<file path="config.mk">
export PLATFORM = sky130hd
export DESIGN_NAME = i2c_target_regs
export DESIGN_NICKNAME = d
export VERILOG_FILES = /design/src/rtl/dice_pkg.sv /design/src/rtl/i2c_sync_edge.sv /design/src/rtl/i2c_target_regs.sv
export SDC_FILE = /design/constraint.sdc
export NUM_CORES = 1
export LEC_CHECK = 0
export CAP_MARGIN = 20
export CORE_MARGIN = 1
export CORE_UTILIZATION = 40
export CTS_BUF_LIST = sky130_fd_sc_hd__clkbuf_16
export DETAILED_ROUTE_END_ITERATION = 6
export GPL_ROUTABILITY_DRIVEN = 0
export PLACE_DENSITY = 0.64
export SLEW_MARGIN = 0
export SYNTH_ARGS = -nofsm -noshare
export SYNTH_HDL_FRONTEND = slang
export SYNTH_SLANG_ARGS = --single-unit
</file>
<file path="constraint.sdc">
create_clock -name clk -period 3.06 [get_ports clk]
set_input_delay 0.612 -clock clk [delete_from_list [all_inputs] [get_ports clk]]
set_output_delay 0.612 -clock clk [all_outputs]
set_load 0.05 [all_outputs]
</file>
<file path="src/rtl/dice_pkg.sv">
// Shared constants, FSM state type and byte-select helper for the dice
// design's I2C target register block.
package dice_pkg;

    localparam logic [6:0] I2C_ADDR_DEFAULT = 7'h70;
    localparam int         NUM_CTRL         = 4;
    localparam int         NUM_STAT         = 4;

    typedef enum logic [3:0] {
        IDLE,
        ADDR,
        ADDR_ACK,
        SUB,
        SUB_ACK,
        WR,
        WR_ACK,
        RD,
        RD_ACK,
        WAIT_STOP
    } i2c_state_t;

    function automatic logic [7:0] byte_sel(input logic [31:0] word, input logic [1:0] idx);
        return word[{idx, 3'b000} +: 8];
    endfunction

endpackage

</file>
<file path="src/rtl/i2c_sync_edge.sv">
// Synchronizes the raw SCL/SDA pads into the system clock domain and derives
// SCL edges plus START/STOP bus conditions.
module i2c_sync_edge #(
    parameter int SYNC_STAGES = 2
) (
    input  logic clk,
    input  logic rst_n,
    input  logic scl_in,
    input  logic sda_in,
    output logic sda_s,
    output logic scl_rise,
    output logic scl_fall,
    output logic start_det,
    output logic stop_det
);

    logic [SYNC_STAGES-1:0] scl_pipe;
    logic [SYNC_STAGES-1:0] sda_pipe;
    logic                   scl_s;
    logic                   scl_d;
    logic                   sda_d;

    // Pipes reset to the idle-bus level so leaving reset never fakes a START.
    always_ff @(posedge clk or negedge rst_n) begin
        if (!rst_n) begin
            scl_pipe <= '1;
            sda_pipe <= '1;
            scl_d    <= 1'b1;
            sda_d    <= 1'b1;
        end else begin
            scl_pipe[0] <= scl_in;
            sda_pipe[0] <= sda_in;
            for (int i = 1; i < SYNC_STAGES; i++) begin
                scl_pipe[i] <= scl_pipe[i-1];
                sda_pipe[i] <= sda_pipe[i-1];
            end
            scl_d <= scl_s;
            sda_d <= sda_s;
        end
    end

    assign scl_s     = scl_pipe[SYNC_STAGES-1];
    assign sda_s     = sda_pipe[SYNC_STAGES-1];
    assign scl_rise  = scl_s & ~scl_d;
    assign scl_fall  = ~scl_s & scl_d;
    assign start_det = scl_s & scl_d & sda_d & ~sda_s;
    assign stop_det  = scl_s & scl_d & ~sda_d & sda_s;

endmodule

</file>
<file path="src/rtl/i2c_target_regs.sv">
// I2C target with four writable control registers and four read-only status
// registers, oversampling the bus with the system clock.
module i2c_target_regs
    import dice_pkg::*;
#(
    parameter logic [6:0] I2C_ADDR    = I2C_ADDR_DEFAULT,
    parameter int         SYNC_STAGES = 2
) (
    input  logic                  clk,
    input  logic                  rst_n,
    input  logic                  ena,
    input  logic                  scl_in,
    input  logic                  sda_in,
    output logic                  sda_oe,
    output logic [8*NUM_CTRL-1:0] ctrl_regs,
    input  logic [8*NUM_STAT-1:0] status_in,
    output logic                  wr_strobe,
    output logic [1:0]            wr_idx
);

    logic                  sda_s;
    logic                  scl_rise;
    logic                  scl_fall;
    logic                  start_det;
    logic                  stop_det;

    i2c_state_t            state;
    i2c_state_t            state_nx;
    logic [2:0]            bit_cnt;
    logic [2:0]            bit_cnt_nx;
    logic [7:0]            shift;
    logic [7:0]            shift_nx;
    logic [2:0]            ptr;
    logic [2:0]            ptr_nx;
    logic                  rw;
    logic                  rw_nx;
    logic                  sda_oe_nx;
    logic [8*NUM_CTRL-1:0] ctrl_nx;
    logic                  wr_strobe_nx;
    logic [1:0]            wr_idx_nx;
    logic [7:0]            rx_byte;
    logic [7:0]            rd_byte;

    i2c_sync_edge #(
        .SYNC_STAGES (SYNC_STAGES)
    ) u_sync (
        .clk       (clk),
        .rst_n     (rst_n),
        .scl_in    (scl_in),
        .sda_in    (sda_in),
        .sda_s     (sda_s),
        .scl_rise  (scl_rise),
        .scl_fall  (scl_fall),
        .start_det (start_det),
        .stop_det  (stop_det)
    );

    always_ff @(posedge clk or negedge rst_n) begin
        if (!rst_n) begin
            state     <= IDLE;
            bit_cnt   <= 3'd0;
            shift     <= 8'h00;
            ptr       <= 3'd0;
            rw        <= 1'b0;
            sda_oe    <= 1'b0;
            ctrl_regs <= '0;
            wr_strobe <= 1'b0;
            wr_idx    <= 2'd0;
        end else begin
            state     <= state_nx;
            bit_cnt   <= bit_cnt_nx;
            shift     <= shift_nx;
            ptr       <= ptr_nx;
            rw        <= rw_nx;
            sda_oe    <= sda_oe_nx;
            ctrl_regs <= ctrl_nx;
            wr_strobe <= wr_strobe_nx;
            wr_idx    <= wr_idx_nx;
        end
    end

    // The bit counter wraps to zero on every 8th rise, so zero also marks
    // "byte complete" in RD and "fresh byte" everywhere else.
    always_comb begin
        state_nx     = state;
        bit_cnt_nx   = bit_cnt;
        shift_nx     = shift;
        sda_oe_nx    = sda_oe;
        ptr_nx       = ptr;
        rw_nx        = rw;
        ctrl_nx      = ctrl_regs;
        wr_strobe_nx = 1'b0;
        wr_idx_nx    = wr_idx;
        rx_byte      = {shift[6:0], sda_s};
        rd_byte      = ptr[2] ? byte_sel(status_in, ptr[1:0]) : byte_sel(ctrl_regs, ptr[1:0]);

        if (!ena) begin
            state_nx  = IDLE;
            sda_oe_nx = 1'b0;
        end else if (start_det) begin
            state_nx   = ADDR;
            bit_cnt_nx = 3'd0;
            sda_oe_nx  = 1'b0;
        end else if (stop_det) begin
            state_nx  = IDLE;
            sda_oe_nx = 1'b0;
        end else begin
            case (state)
                ADDR, SUB, WR: begin
                    if (scl_rise) begin
                        shift_nx   = rx_byte;
                        bit_cnt_nx = bit_cnt + 3'd1;
                        if (bit_cnt == 3'd7) begin
                            if (state == ADDR) begin
                                if (rx_byte[7:1] == I2C_ADDR) begin
                                    state_nx = ADDR_ACK;
                                    rw_nx    = rx_byte[0];
                                end else begin
                                    state_nx = WAIT_STOP;
                                end
                            end else if (state == SUB) begin
                                ptr_nx   = rx_byte[2:0];
                                state_nx = SUB_ACK;
                            end else begin
                                if (!ptr[2]) begin
                                    ctrl_nx[{ptr[1:0], 3'b000} +: 8] = rx_byte;
                                    wr_strobe_nx = 1'b1;
                                    wr_idx_nx    = ptr[1:0];
                                end
                                ptr_nx   = ptr + 3'd1;
                                state_nx = WR_ACK;
                            end
                        end
                    end
                end

                // First fall pulls SDA for the ACK slot, second fall releases it.
                ADDR_ACK, SUB_ACK, WR_ACK: begin
                    if (scl_fall) begin
                        if (!sda_oe) begin
                            sda_oe_nx = 1'b1;
                        end else if (state == ADDR_ACK && rw) begin
                            state_nx  = RD;
                            shift_nx  = rd_byte;
                            sda_oe_nx = ~rd_byte[7];
                        end else begin
                            sda_oe_nx = 1'b0;
                            state_nx  = (state == ADDR_ACK) ? SUB : WR;
                        end
                    end
                end

                RD: begin
                    if (scl_rise) begin
                        shift_nx   = {shift[6:0], 1'b0};
                        bit_cnt_nx = bit_cnt + 3'd1;
                    end else if (scl_fall) begin
                        if (bit_cnt == 3'd0) begin
                            sda_oe_nx = 1'b0;
                            ptr_nx    = ptr + 3'd1;
                            state_nx  = RD_ACK;
                        end else begin
                            sda_oe_nx = ~shift[7];
                        end
                    end
                end

                RD_ACK: begin
                    if (scl_rise && sda_s) begin
                        state_nx = WAIT_STOP;
                    end else if (scl_fall) begin
                        state_nx  = RD;
                        shift_nx  = rd_byte;
                        sda_oe_nx = ~rd_byte[7];
                    end
                end

                default: begin
                end
            endcase
        end
    end

endmodule

</file>
==> out/metrics.yaml, run 1 <==
synthesis:
  synth_edf_count: 0
  synth_area_sq_mm: 0.00366
  synth_seq_area_share_pct: 41.9
  avgSynthCellArea_sq_um: 10.9
  synth_top_flop_cell: "dfrtp_1"
  synth_cell_types: 54
  synthCells: 336
  async_flop_share_pct: 100
  synth-seq-cells: 61
  yosysWarnings: 0
  syn_nets: 382
worst_setup_path:
  worstPathArrival_ns: 2.67
  path_class: "register to register"
  crit_path_end_kind: "register"
  crit_path_start_kind: "register"
  cp_max_fo: 39
  required_ns: 3.27
timing:
  fin_crit_sh_pct: 80.4
  finalSetupViolations: 0
  max_slew.worst_pin.slew_ns: 0.789
  hold_viol: 0
  fmax_ghz: 0.406
  post-route-min-period_ns: 2.46
  max_slew_margin_pct: 47.4
  drv_slew: 0
  finalSetupTns_ns: 0
  setup_slack_ns: 0.600
  grt_setup_unrepaired: "false"
  final.setup_skew_ns: 0.00576
clock_tree:
  clock-sinks: 61
  cts_root_buf: "clkbuf_16"
  clk-insertion-delay-late_ns: 0.32
  htreeDepth: 3
  cts_setup_buffers: 0
  clkTransAtPathRegs_ns: 0.05
  holdBufCountCts: 0
  cts-resized-gates: 0
  clock_path_buffers: 2
  numCtsBuffers: 9
  cts_tree: "done"
floorplan:
  start_util_pct: 41.6
  die_area_sq_mm: 0.00954
  coreArea_sq_mm: 0.00881
  io_pins: 73
  die_h_microns: 97.7
  die_x_microns: 97.7
  rows: 34
global_route:
  grt_pass1_wl_microns: 15600
  grt_pass1_vias: 2963
  grt_max_degree: 62
  grt_overflow: 0
  antenna_found_initial: 0
  grt_use_total_pct: 21.1
drt:
  route.detailed.drc: 4
  drtIter0Drc: 163
  drt-total-wl_microns: 9820
  drt-pass1-iter-count: 7
  vias: 3037
  drtAntennaViolNets: 0
  post_drt_via_cell_ratio: 5.86
  wl_per_cell_microns: 19.0
place:
  dp.cells: 502
  hpwlAfterDp_microns: 6950
  placed_cell_area_sq_mm: 0.00448
  preCtsSetupSlack_ns: 0.402
  portBuffers: 72
power:
  irDropWorstVdd_v: 0.000334
  p_leak_uw: 0.00203
  p_per_area_mw_per_mm2: 740
final_layout:
  area_delta_synth_final_pct: 29.4
  finalInstanceArea_sq_mm: 0.00474
  diodes: 0
  utilization_pct: 53.8
  drive_gt1_share_pct: 23.4
  final_common_cell: "clkdlybuf4s50_1"
  layout_common_cells: "clkdlybuf4s50_1 (71), dfrtp_1 (55), a21bo_2 (33), nand4_1 (32), nand2_1 (25)"
  final_cells: 518
  nets: 451
outcome:
  run_status: "finished, violations left"
  violations: "design-rule violations"
min_path:
  hp-class: "register to register"
run:
  maxCapViolations: 0
## power by group
part / internal (uW) / leakage, uW / switching [uW]
sequential: 918 / 0.000801 / 298
clock: 535 / 0.000137 / 350
combinational: 658 / 0.00109 / 747
total: 2110 / 0.00203 / 1390
## cell usage after synthesis (2+ instances only)
library cell	number	area share, %
nand4_1	32	5.5
inv_1	6	0.62
clkbuf_1	12	1.2
nand3_1	6	0.82
mux2_2	12	3.7
o31ai_1	2	0.41
mux4_2	16	9.8
ha_1	9	3.1
nor2b_1	3	0.51
dfrtp_1	55	38
a21o_1	3	0.62
nor2_1	18	1.8
a21oi_1	8	1.1
and2_1	2	0.34
and2b_1	2	0.41
nor3_1	3	0.41
dfstp_2	6	4.3
o21bai_1	2	0.41
a31oi_1	8	1.4
o211ai_1	4	0.82
and4_1	3	0.72
buf_2	9	1.2
mux2i_1	2	0.55
o21a_1	3	0.62
o21ai_0	13	1.8
nand2b_1	5	0.85
o21ai_1	2	0.27
buf_4	2	0.41
nand2_1	25	2.6
a22o_1	2	0.48
nor3b_1	4	0.82
a21bo_2	33	9.0
a211oi_1	3	0.62
## through the flow
stage	hold slack (ns)	total power [uW]
5_1_grt	0.357	3710
3_3_place_gp	0.347	2580
4_1_cts	0.355	3510
6_report	0.354	3510
3_5_place_dp	0.347	2620
2_1_floorplan	0.316	2160
## worst paths after layout
| path | startpoint | end | slack (ns) | cells after the start |
|---|---|---|---|---|
| worst max-delay path | state[0]$_DFFE_PN0P_ | ctrl_regs[29]$_DFFE_PN0P_ | 0.60 | 6 |
| worst min-delay path | u_sync.sda_pipe[0]$_DFF_PN1_ | u_sync.sda_pipe[1]$_DFF_PN1_ | 0.35 | 0 |
| worst max register to register | state[0]$_DFFE_PN0P_ | ctrl_regs[29]$_DFFE_PN0P_ | 0.60 | 6 |
| worst min register to register | u_sync.sda_pipe[0]$_DFF_PN1_ | u_sync.sda_pipe[1]$_DFF_PN1_ | 0.35 | 0 |
| max in group asynchronous | rst_n | bit_cnt[2]$_DFFE_PN0P_ | 2.08 | 2 |
| min in group asynchronous | rst_n | state[1]$_DFFE_PN0P_ | 0.44 | 2 |
## area by class of cell
type                            instances  area, sq um
Clock inverter                          7         35.0
Clock buffer                            9          225
Inverter                                7         26.3
Timing Repair Buffer                   82          791
Fill cell                             769         4070
Tap cell                              108          135
Multi-Input combinational cell        244         1990
Sequential cell                        61         1530
## sequential cells by signal (all words and copies together) (netlist names)
| register | cells |
|---|---|
| ctrl_regs | 32 |
| shift | 8 |
| state | 4 |
| bit_cnt | 3 |
| ptr | 3 |
| u_sync.scl_pipe | 2 |
| u_sync.sda_pipe | 2 |
| wr_idx | 2 |
| rw | 1 |
| sda_oe | 1 |
| u_sync.scl_d | 1 |
| u_sync.sda_d | 1 |
| wr_strobe | 1 |
## metal layers
| layer | part of all wire [%] | track usage, % | vias to the layer above | wire length (microns) |
|---|---|---|---|---|
| li1 | - | - | 1419 | - |
| met1 | 46 | 28.9 | 1521 | 4530 |
| met2 | 50 | 34.9 | 91 | 4870 |
| met3 | 3.7 | 3.24 | 6 | 368 |
| met4 | 0.51 | 5.24 | 0 | 50 |
| met5 | 0 | 0 | - | 0 |
## critical path: stages, from the launching register on
cell	delay, ns
dfrtp_1	0.62
and2b_1	0.28
and3_1	0.29
and4_1	0.22
buf_4	0.36
nand2_1	0.28
a21bo_2	0.28
## logic make-up (layout without fill, tap and decap cells)
group | after synthesis | after routing | synth area share, %
AOI/OAI and AO/OA | 93 | 93 | 20.3
xor gates and xnor gates | 1 | 1 | 0.239
DFF | 61 | 61 | 41.9
and+or+nand+nor | 111 | 111 | 16.7
buffers and inverters | 31 | 105 | 3.69
muxes | 30 | 30 | 14.1
adders and majority gates | 9 | 9 | 3.08
Power figures use the tool's default switching activity.
==> inputs of run 2 (changes only) <==
clock period = 2.5 ns   (was 3.06 ns; I/O delays follow)
==> out/metrics.yaml, run 2 (synthesis gave the netlist of run 1 again) <==
worst_setup_path:
  required_ns: 2.71  # -0.56 ns
  r2r_start: "state[1]$_DFFE_PN0P_"
  crit_path_end_kind: "register"
  critPathLaunch: "state[1]$_DFFE_PN0P_"
  cp_max_fo: 16  # -59%
  crit_chain: "or3b_1 -> nor2_1 -> o21ai_0 -> o21ai_1 -> mux2_2"
  reg2reg_to: "state[3]$_DFFE_PN0P_"
  crit_path_start_kind: "register"
  worstPathArrival_ns: 2.48  # -0.19 ns
  cp_slowest_stage_delay_ns: 0.56  # -0.06 ns
  path_class: "register to register"
  cp_slowest_cell: "dfrtp_1"
  rrSetupSlack_ns: 0.23  # -0.37 ns
  r2r.worst_path.cells: 5  # -1
global_route:
  grt_overflow: 0  # unchanged
  antenna_found_initial: 0  # unchanged
  grt_max_degree: 40  # -35%
  grt_pass1_vias: 3142  # +6.0%
  grt_pass1_wl_microns: 16000  # +2.7%
  grt_use_total_pct: 21.8  # +0.78 points
final_layout:
  reg_top3: "ctrl_regs (32), shift (8), state (4)"
  top_register: "ctrl_regs"
  layout_common_cells: "clkdlybuf4s50_1 (71), dfrtp_1 (55), a21bo_2 (33), nand4_1 (32), nand2_1 (25)"
  nets: 455  # +0.89%
  drive_gt1_share_pct: 24.0  # +0.56 points
  largest_reg_flops: 32  # unchanged
  final_common_cell: "clkdlybuf4s50_1"
  diodes: 0  # unchanged
  area_delta_synth_final_pct: 32.5
power:
  p_per_area_mw_per_mm2: 940  # +27%
  irDropWorstVdd_v: 0.000416  # +25%
  p_leak_uw: 0.00207  # +2.3%
clock_tree:
  htreeDepth: 3  # unchanged
  holdBufCountCts: 0  # unchanged
  numCtsBuffers: 9  # unchanged
  clock-sinks: 61  # unchanged
  clock_path_buffers: 2  # unchanged
  cts_tree: "done"
  cts_setup_buffers: 0  # unchanged
  cts-resized-gates: 0  # unchanged
  clk-insertion-delay-late_ns: 0.33  # about the same
  clkTransAtPathRegs_ns: 0.05  # about the same
  cts_root_buf: "clkbuf_16"
floorplan:
  die_h_microns: 97.7  # unchanged
  coreArea_sq_mm: 0.00881  # unchanged
  rows: 34  # unchanged
  start_util_pct: 41.6  # unchanged
  die_area_sq_mm: 0.00954  # unchanged
  die_x_microns: 97.7  # unchanged
  io_pins: 73  # unchanged
timing:
  max_slew_margin_pct: 55.6  # +8.2 points
  drv_slew: 0  # unchanged
  hold_viol: 0  # unchanged
  fmax_ghz: 0.441  # +8.6%
  finalSetupViolations: 0  # unchanged
  grt_setup_unrepaired: "false"
  final.setup_skew_ns: 0.00725  # +0.00149 ns
  finalSetupTns_ns: 0  # unchanged
  max_slew.worst_pin.slew_ns: 0.666  # -0.123 ns
  post-route-min-period_ns: 2.27  # -0.194 ns
  fin_crit_sh_pct: 90.6  # +10 points
  hold_slack_ns: 0.203  # -0.152 ns
drt:
  drtIter0Drc: 172  # +5.5%
  drt-total-wl_microns: 9850  # +0.32%
  route.detailed.drc: 4  # unchanged
  vias: 3077  # +1.3%
  drt-pass1-iter-count: 7  # unchanged
  drtAntennaViolNets: 0  # unchanged
  post_drt_via_cell_ratio: 5.91  # +0.73%
  wl_per_cell_microns: 18.9  # -0.26%
place:
  portBuffers: 72  # unchanged
  hpwlAfterDp_microns: 6950  # about the same
outcome:
  run_status: "finished, violations left"
  violations: "design-rule violations"
run:
  maxCapViolations: 0  # unchanged
min_path:
  hp-class: "input pin to async pin"
[run 2: cell count changes in the layout (fill, tap and decap cells not counted)]
cell / change
clkinv_1: +1
inv_1: -1
bufinv_16: +2
buf_4: +1
clkinv_2: -3
buf_12: +3
[run 2: layer usage]
metal | share of wire, % | GRT usage (%)
met1 | 44 | 28.5
met2 | 49 | 35.1
met3 | 5.5 | 5.83
met4 | 1.8 | 7.34
met5 | 0 | 0
[run 2: critical path, delay by kind of cell, from the launching register on]
family / cells / cell delay, ns
and+or+nand+nor: 2 / 0.78
AOI/OAI and AO/OA: 2 / 0.45
DFF: 1 / 0.56
muxes: 1 / 0.36
[run 2: area by class of cell]
class,count,area [sq um]
inverters,7,26.3
repair buffers,86,858
flip-flops and latches,61,1530
well taps,108,135
clock buffers,9,225
clock inverters,6,80.1
multi-input cells,244,1990
fillers,754,3960
[run 2: stage by stage]
step	total power [uW]	utilization, %	instance area [sq um]	worst slack, ns	std cells
after floorplan	2650	-	3660	0.222	336
after detailed placement	3250	51.6	4540	0.193	506
after global placement	3220	51.6	4540	0.204	506
after CTS	4560	55.1	4850	0.263	521
after global routing	4840	55.1	4850	0.112	521
final	4560	55.1	4850	0.234	521
[run 2: worst max-delay path by stage]
stage / end / slack, ns / cells past startpoint
after floorplan: ctrl_regs[15]$_DFFE_PN0P_ / 0.22 / 6
after global placement: ctrl_regs[12]$_DFFE_PN0P_ / 0.20 / 6
after detailed placement: ctrl_regs[14]$_DFFE_PN0P_ / 0.19 / 6
after CTS: state[3]$_DFFE_PN0P_ / 0.26 / 5
after global routing: shift[5]$_DFFE_PN0P_ / 0.11 / 5
final: state[3]$_DFFE_PN0P_ / 0.23 / 5
[run 2: power breakdown]
group          total [uW]  switching, uW  internal (uW)
Clock                1290            432            857
Combinational        1850           1010            839
Sequential           1420            296           1130
Total                4560           1740           2820
